**src/rtl/btn_event_sched.sv**
```systemverilog
// btn_event_sched: shared-tick button sampler with per-button pending events and a round-robin valid/ready hand-off
module btn_event_sched #(
  parameter int BIT_SIZE = 20,
  parameter int N_BTN    = 4,
  parameter int ID_W     = 2
) (
  input  logic             clk,
  input  logic             i_sclr,
  input  logic [N_BTN-1:0] i_btn,
  input  logic             i_ready,
  input  logic             i_ovf_clr,
  output logic             o_valid,
  output logic [ID_W-1:0]  o_id,
  output logic             o_tick,
  output logic [N_BTN-1:0] o_ovf
);
  typedef enum logic {IDLE, OFFER} state_t;
  state_t              state_q, state_d;
  logic [BIT_SIZE-1:0] cnt_q, cnt_d;
  logic [N_BTN-1:0]    s1_q, s1_d, s2_q, s2_d, pend_q, pend_d, ovf_q, ovf_d;
  logic [N_BTN-1:0]    press, clr;
  logic [ID_W-1:0]     id_q, id_d, ptr_q, ptr_d, sel, idx;
  logic                valid_q, valid_d, found;
  assign o_tick  = &cnt_q;
  assign o_valid = valid_q;
  assign o_id    = id_q;
  assign o_ovf   = ovf_q;
  always_comb begin
    cnt_d  = cnt_q + 1'b1;
    s1_d   = o_tick ? i_btn : s1_q;
    s2_d   = o_tick ? s1_q : s2_q;
    press  = o_tick ? (s1_q & ~s2_q) : '0;
    clr    = (state_q == OFFER && i_ready) ? (N_BTN'(1) << id_q) : '0;
    pend_d = (pend_q & ~clr) | press;
    // a press colliding with an event that is still pending (and not leaving now) is lost
    ovf_d  = (i_ovf_clr ? '0 : ovf_q) | (press & pend_q & ~clr);
    found  = 1'b0;
    sel    = '0;
    idx    = '0;
    for (int k = 0; k < N_BTN; k++) begin
      idx = ID_W'((int'(ptr_q) + k) % N_BTN);
      if (!found && pend_q[idx]) begin
        found = 1'b1;
        sel   = idx;
      end
    end
    state_d = state_q;
    valid_d = valid_q;
    id_d    = id_q;
    ptr_d   = ptr_q;
    if (state_q == IDLE && found) begin
      state_d = OFFER;
      valid_d = 1'b1;
      id_d    = sel;
    end else if (state_q == OFFER && i_ready) begin
      state_d = IDLE;
      valid_d = 1'b0;
      ptr_d   = (id_q == ID_W'(N_BTN - 1)) ? '0 : id_q + 1'b1;
    end
  end
  always_ff @(posedge clk or posedge i_sclr) begin
    if (i_sclr) begin
      state_q <= IDLE;
      cnt_q   <= '0;
      s1_q    <= '0;
      s2_q    <= '0;
      pend_q  <= '0;
      ovf_q   <= '0;
      id_q    <= '0;
      ptr_q   <= '0;
      valid_q <= 1'b0;
    end else begin
      state_q <= state_d;
      cnt_q   <= cnt_d;
      s1_q    <= s1_d;
      s2_q    <= s2_d;
      pend_q  <= pend_d;
      ovf_q   <= ovf_d;
      id_q    <= id_d;
      ptr_q   <= ptr_d;
      valid_q <= valid_d;
    end
  end
endmodule

```
**config.mk**
```make
export PLATFORM = sky130hd
export DESIGN_NAME = btn_event_sched
export DESIGN_NICKNAME = d
export VERILOG_FILES = /design/src/rtl/btn_event_sched.sv
export SDC_FILE = /design/constraint.sdc
export NUM_CORES = 1
export LEC_CHECK = 0
export CORE_MARGIN = 2
export CORE_UTILIZATION = 64
export CTS_BUF_LIST = sky130_fd_sc_hd__clkbuf_8
export DETAILED_ROUTE_END_ITERATION = 10
export PLACE_DENSITY = 0.87
export SLEW_MARGIN = 0
export SYNTH_ARGS = -nofsm -noshare
export SYNTH_HDL_FRONTEND = slang
export SYNTH_SLANG_ARGS = --single-unit
```
**constraint.sdc**
```tcl
create_clock -name clk -period 3.2 [get_ports clk]
set_input_delay 0.48 -clock clk [delete_from_list [all_inputs] [get_ports clk]]
set_output_delay 0.48 -clock clk [all_outputs]
set_load 0.03 [all_outputs]
```
==> results.txt, run 1 <==
Most common cell in the synthesized netlist: dfrtp_1
Mapped Nets: 171
Antenna diodes: 0
RSZ-0062 raised after global routing: false
CP Cell Sequence: ha_1 > inv_1 > nor2_1 > nand4_4 > inv_1 > clkdlybuf4s50_1
Post-placement cell count: 204
Number of DRC markers in iteration 0: 47
Initial core utilization: 67.3%
Sequential Power Share: 49.3%
Setup skew after layout: 6.58 ps
Slowest CP cell: clkdlybuf4s50_1
Worst path depth: 6
Synth top area share: 55.3%
Die Ht: 57.8 um
Tcrit/Tclk final: 84.6%
Synth Flop Type: dfrtp_1
Max_slew headroom: 63.4%
Antenna viol nets, final: 0
Largest net degree at the start of global routing: 42
Met3 Wirelength: 110 um
CP max stage delay: 660 ps
Top Metal Used: met4
Worst path top cell family by delay: buffers and inverters
Final net count: 193
Num CTS Buffers: 5
P&R area growth vs syn: 15.6%
EDFF count, synth: 0
Post-synth cell types: 30
Routed wl met2: 1.75 mm
Leading post-synthesis cells by cell area: dfrtp_1 55%, xnor2_1 6.6%, mux2_2 4.9%
Asr flop ratio synth: 100%
Post-CTS resize count: 0
Static leakage: 0.979 nW
Hold depth: 1
Vias in the first global route: 1,257
Clock power frac: 28.8%
Mapped cell area: 0.00186 mm^2
Buf/Inv on CP: 3
DR vias/cell: 5.73
First-pass GRT wire length: 5.64 mm
Clock Tree Buf Depth: 2
CTS Hold Bufs: 0
Hpwl dp: 2.23 mm
Pwr dens: 600 mW/mm^2
Vias post-DR: 1,215
Pre-Repair DR Iteration Count: 4
Drt drc: 0
Worst IR Drop VDD: 0.707 mV
CTS tree: done
Core region area: 0.00276 mm^2
Synthesized area per cell: 11.7 um^2
Power share of the combinational group: 21.9%
Post-synthesis sequential area ratio: 55.3%
Max-slew violation total from the final report: 0
Fin crit period: 2710 ps
Worst Tran Pin Value: 545 ps
Final WS setup: 494 ps
FP Rows: 19
Status: completed
Aggregate negative setup slack: 0 ps
Final Setup Violations: 0
CTS root buffer: clkbuf_8
Post-CTS setup buffers: 0
Psw: 400 uW
Total wire length: 3.39 mm
Worst slack, placed: 841 ps
Synth Register Bits: 41
CP startpoint kind: flop
Ports: 16
HP Class: reg2reg
Fin. Hold Viols: 0
Met1 wire length: 1.43 mm
Sw Ratio: 31.1%
Sink Count: 41
Top post-synthesis cells by count: 41 x dfrtp_1, 16 x nand2_1, 14 x inv_1, 14 x xnor2_1
Die Width: 57.8 um
Kind of end point of the critical path: primary output
# port buffers: 15
FF-to-FF path depth: 6
H-tree level count: 2
Share of layout cells above drive strength 1: 14.9%
Crit path required time: 2720 ps
Crit path DAT: 2230 ps
Grt ovf: 0
WS Path Type: reg2out
Syn Inst Count: 158
Gp weighted congestion: 0.802
Worst-path clk slew: 80 ps
Synth warn: 0
DR WL/cell: 16.0 um
Initial antenna violation count: 0
GRT Resource Usage Total: 23.0%
Die area: 0.00335 mm^2
Final non-filler cell total: 212
Worst-skew pair later-pin latency: 300 ps
P_int: 887 uW
Maxcap violations: 0
Top cell by count, worst path: inv_1
Largest area contributor in the netlist: dfrtp_1
Critical-path maximum fanout: 4
Max Clk Rate: 370 MHz
-- kinds of logic after synthesis --
kind of cell	share of synthesized area, %
buffers and inverters	3.64
flip-flops	55.3
AND/OR/NAND/NOR	14.7
multiplexers	6.20
XOR/XNOR	8.50
adder cells (fa/ha/maj)	3.37
AO/OA/AOI/OAI	8.29
-- registers in the layout (all words and copies together), names as in the netlist --
register and count:
o_ovf 4, cnt_q 20, ptr_q 2, pend_q 4
o_id 2, state_q 1, s2_q 4, s1_q 4
-- area by class of cell --
class | count | area (um^2)
clock buffer | 7 | 96.3
inverter | 14 | 52.6
sequential | 41 | 1030
multi-input combinational | 101 | 762
timing repair buffer | 17 | 165
tap | 31 | 38.8
fill | 169 | 612
clock inverter | 1 | 5.00
-- power by group through the flow --
stage                     Clock [mW]  Combinational [mW]  Sequential [mW]
after floorplan                    0               0.162            0.667
after global placement             0               0.271            0.638
after detailed placement           0               0.283            0.644
after CTS                      0.378               0.285            0.633
after global routing           0.396               0.319            0.640
final                          0.370               0.282            0.635
-- layer usage --
metal / global-route usage (%) / vias to the layer above
li1: - / 582
met1: 27.9 / 599
met2: 38.5 / 22
met3: 6.70 / 12
met4: 9.97 / 0
met5: 0 / -
-- per-stage QoR --
stage / hold WS [ps] / power [mW] / utilization (%) / cell area [um^2]
2_1_floorplan: 441 / 0.829 / - / 1860
3_3_place_gp: 455 / 0.908 / 74.1 / 2040
3_5_place_dp: 467 / 0.927 / 74.1 / 2040
4_1_cts: 481 / 1.30 / 77.8 / 2150
5_1_grt: 495 / 1.36 / 77.8 / 2150
6_report: 479 / 1.29 / 77.8 / 2150
-- worst register-to-register path: stages (launching register included) --
cell	delay (ps)
dfrtp_1	390
ha_1	210
inv_1	70
nor2_1	360
nand4_4	140
buf_4	230
mux2_4	320
-- cells in the final DEF, fill, tap and decap left out --
master,synthesis,routed
dfrtp_1,41,41
nand2_1,16,16
clkdlybuf4s50_1,0,15
inv_1,14,14
xnor2_1,14,14
nand3_1,8,8
mux2_2,8,8
clkbuf_8,0,7
nor2_1,6,6
o21ai_0,6,6
nand4_1,5,5
ha_1,5,5
xor2_1,4,4
nand2b_1,4,4
o32ai_2,4,4
o21ai_1,4,4
a21oi_1,3,3
nor3_1,2,2
buf_4,0,2
nand4_2,1,1
nor4_4,1,1
and4_2,1,1
nand4_4,1,1
and2_1,1,1
nor4_1,1,1
mux2i_1,1,1
a2bb2oi_1,1,1
o22ai_1,1,1
o41ai_1,1,1
mux2_4,1,1
nor2b_1,1,1
clkinv_2,0,1
-- worst paths after layout --
| path | start | endpoint | slack [ps] |
|---|---|---|---|
| min in group asynchronous | i_sclr | cnt_q[12] | 600 |
| max in group asynchronous | i_sclr | cnt_q[9] | 2250 |
| worst max register to register | cnt_q[0] | s2_q[0] | 1350 |
| worst min-delay path | cnt_q[0] | cnt_q[0] | 480 |
| worst min register to register | cnt_q[0] | cnt_q[0] | 480 |
| worst max-delay path | cnt_q[0] | o_tick | 490 |
Power figures use the tool's default switching activity.
==> run 2, diff against run 1 <==
CORE_UTILIZATION = 59   (was 64)
PLACE_DENSITY = 0.81   (was 0.87)
clock period = 2.67 ns   (was 3.2 ns; I/O delays follow)
==> run 2 against run 1 <==
Clock-buffer cell count fell by 2; sequential share of layout area did not move; setup slack got worse by 380 ps; die area rose by 7.9%; critical path type unchanged; critical endpoint unchanged; largest power group unchanged.
==> results.txt, run 2 (synthesis gave the netlist of run 1 again) <==
H-tree level count: 2 (unchanged)
Critical-path maximum fanout: 6 (+2)
Tcrit/Tclk final: 95.6%
Core region area: 0.00303 mm^2 (+9.8%)
Worst Tran Pin Value: 591 ps (+46.1 ps)
DR WL/cell: 15.0 um (-6.5%)
Sink Count: 41 (unchanged)
Drt drc: 0 (unchanged)
Initial antenna violation count: 0 (unchanged)
Gp weighted congestion: 0.901 (+12%)
Post-placement cell count: 217 (+6.4%)
Multi-input gate area: 764 um^2 (+0.33%)
Die area: 0.00361 mm^2 (+7.9%)
Post-CTS setup buffers: 0 (unchanged)
Final WS setup: 117 ps (-377 ps)
GRT Resource Usage Total: 22.5% (-0.47 points)
Fin. Hold Viols: 0 (unchanged)
Die Ht: 60.1 um (+3.9%)
Max_slew headroom: 60.2% (-3.2 points)
Vias in the first global route: 1,271 (+1.1%)
Worst-path clk slew: 70 ps (about the same)
RSZ-0062 raised after global routing: false
CP Cell Sequence: nand4_2 > nor4_4 > nand4_4 > inv_1 > clkdlybuf4s50_1
Number of fill cells: 214 (+27%)
Max Clk Rate: 392 MHz
Top Metal Used: met4
Max-slew violation total from the final report: 0 (unchanged)
Pwr dens: 698 mW/mm^2 (+16%)
Largest net degree at the start of global routing: 42 (unchanged)
Status: completed
Setup skew after layout: 4.44 ps (-2.15 ps)
Top reg by flops: cnt_q
Post-CTS resize count: 0 (unchanged)
Num CTS Buffers: 5 (unchanged)
Met1 wire length: 1.44 mm (+0.42%)
Grt ovf: 0 (unchanged)
Routed wl met2: 1.73 mm (-0.80%)
CTS tree: done
HP Class: reg2reg
Final net count: 193 (unchanged)
DR vias/cell: 5.34 (-6.8%)
Final Setup Violations: 0 (unchanged)
Register area: 0.00103 mm^2 (unchanged)
Hpwl dp: 2.42 mm (+8.6%)
Most common cell after layout, fill and taps aside: dfrtp_1
Antenna viol nets, final: 0 (unchanged)
Crit path DAT: 2150 ps (-80 ps)
Met3 Wirelength: 120 um (+9.1%)
Hold slack: 471 ps (-7.79 ps)
Max reg flops: 20 (unchanged)
Ports: 16 (unchanged)
Worst-skew pair later-pin latency: 290 ps (about the same)
Kind of end point of the critical path: primary output
P&R area growth vs syn: 15.6% (unchanged)
Worst path top cell family by delay: buffers and inverters
Worst IR Drop VDD: 0.485 mV (-31%)
CP startpoint kind: flop
Clock Tree Buf Depth: 2 (unchanged)
CTS root buffer: clkbuf_8
First-pass GRT wire length: 5.83 mm (+3.4%)
Total wire length: 3.37 mm (-0.74%)
Number of DRC markers in iteration 0: 86 (+83%)
Fin crit period: 2550 ps
Antenna diodes: 0 (unchanged)
Min-delay src: cnt_q[17]
Maxcap violations: 0 (unchanged)
Die Width: 60.1 um (+3.9%)
Final non-filler cell total: 225 (+6.1%)
Crit path required time: 2270 ps (-450 ps)
Initial core utilization: 61.3% (-6.0 points)
WS Path Type: reg2out
CTS Hold Bufs: 0 (unchanged)
R2r setup slk: 890 ps (-460 ps)
Highest-count cells in the layout ignoring fill and taps: 41 x dfrtp_1, 16 x nand2_1, 15 x inv_1, 15 x clkdlybuf4s50_1, 14 x xnor2_1
Aggregate negative setup slack: 0 ps (unchanged)
CP max stage delay: 660 ps (about the same)
# port buffers: 15 (unchanged)
Static leakage: 0.974 nW (-0.53%)
Share of layout cells above drive strength 1: 14.9% (unchanged)
FP Rows: 20 (+1)
Buf/Inv on CP: 2 (-1)
Pre-Repair DR Iteration Count: 4 (unchanged)
Worst slack, placed: 412 ps (-429 ps)
Setup crit start: cnt_q[10]
Slowest CP cell: clkdlybuf4s50_1
R2R Path Start: cnt_q[10]
Vias post-DR: 1,202 (-1.1%)
Overall Power: 1.50 mW (+16%)
[run 2: layout make-up]
cell class / instances / area share, %
multi-input cells: 101 / 35.6
repair buffers: 17 / 7.70
flip-flops and latches: 41 / 47.8
inverters: 14 / 2.45
clock inverters: 3 / 0.641
clock buffers: 5 / 3.21
well taps: 44 / 2.57
[run 2: metrics by stage]
stage / utilization (%) / instance area, um^2
floorplan: - / 1860
global placement: 68.1 / 2060
detailed placement: 68.1 / 2060
CTS: 70.8 / 2140
global route: 70.9 / 2150
finish: 70.9 / 2150
[run 2: final timing paths]
check,end,depth (start not counted)
setup reg to reg,s2_q[0],5
max in group asynchronous,s2_q[3],3
setup / recovery,o_tick,5
hold reg to reg,cnt_q[17],1
min in group asynchronous,state_q,3
hold / removal,cnt_q[17],1
[run 2: worst reg2reg max path: cells and delay by family, from the launching register on]
kind	cells	cell delay (ps)
multiplexers	1	310
buffers and inverters	1	230
flip-flops	1	450
AND/OR/NAND/NOR	3	680
[run 2: report_power, final]
group          total (mW)  internal (mW)  switching [mW]
clock               0.382          0.177           0.205
combinational       0.352          0.147           0.205
sequential          0.763          0.683          0.0806
[run 2: routing by layer]
layer,vias to the layer above,global-route usage [%]
met5,-,0
met4,0,10.5
met3,10,7.36
met2,26,35.9
met1,586,27.8
li1,580,-
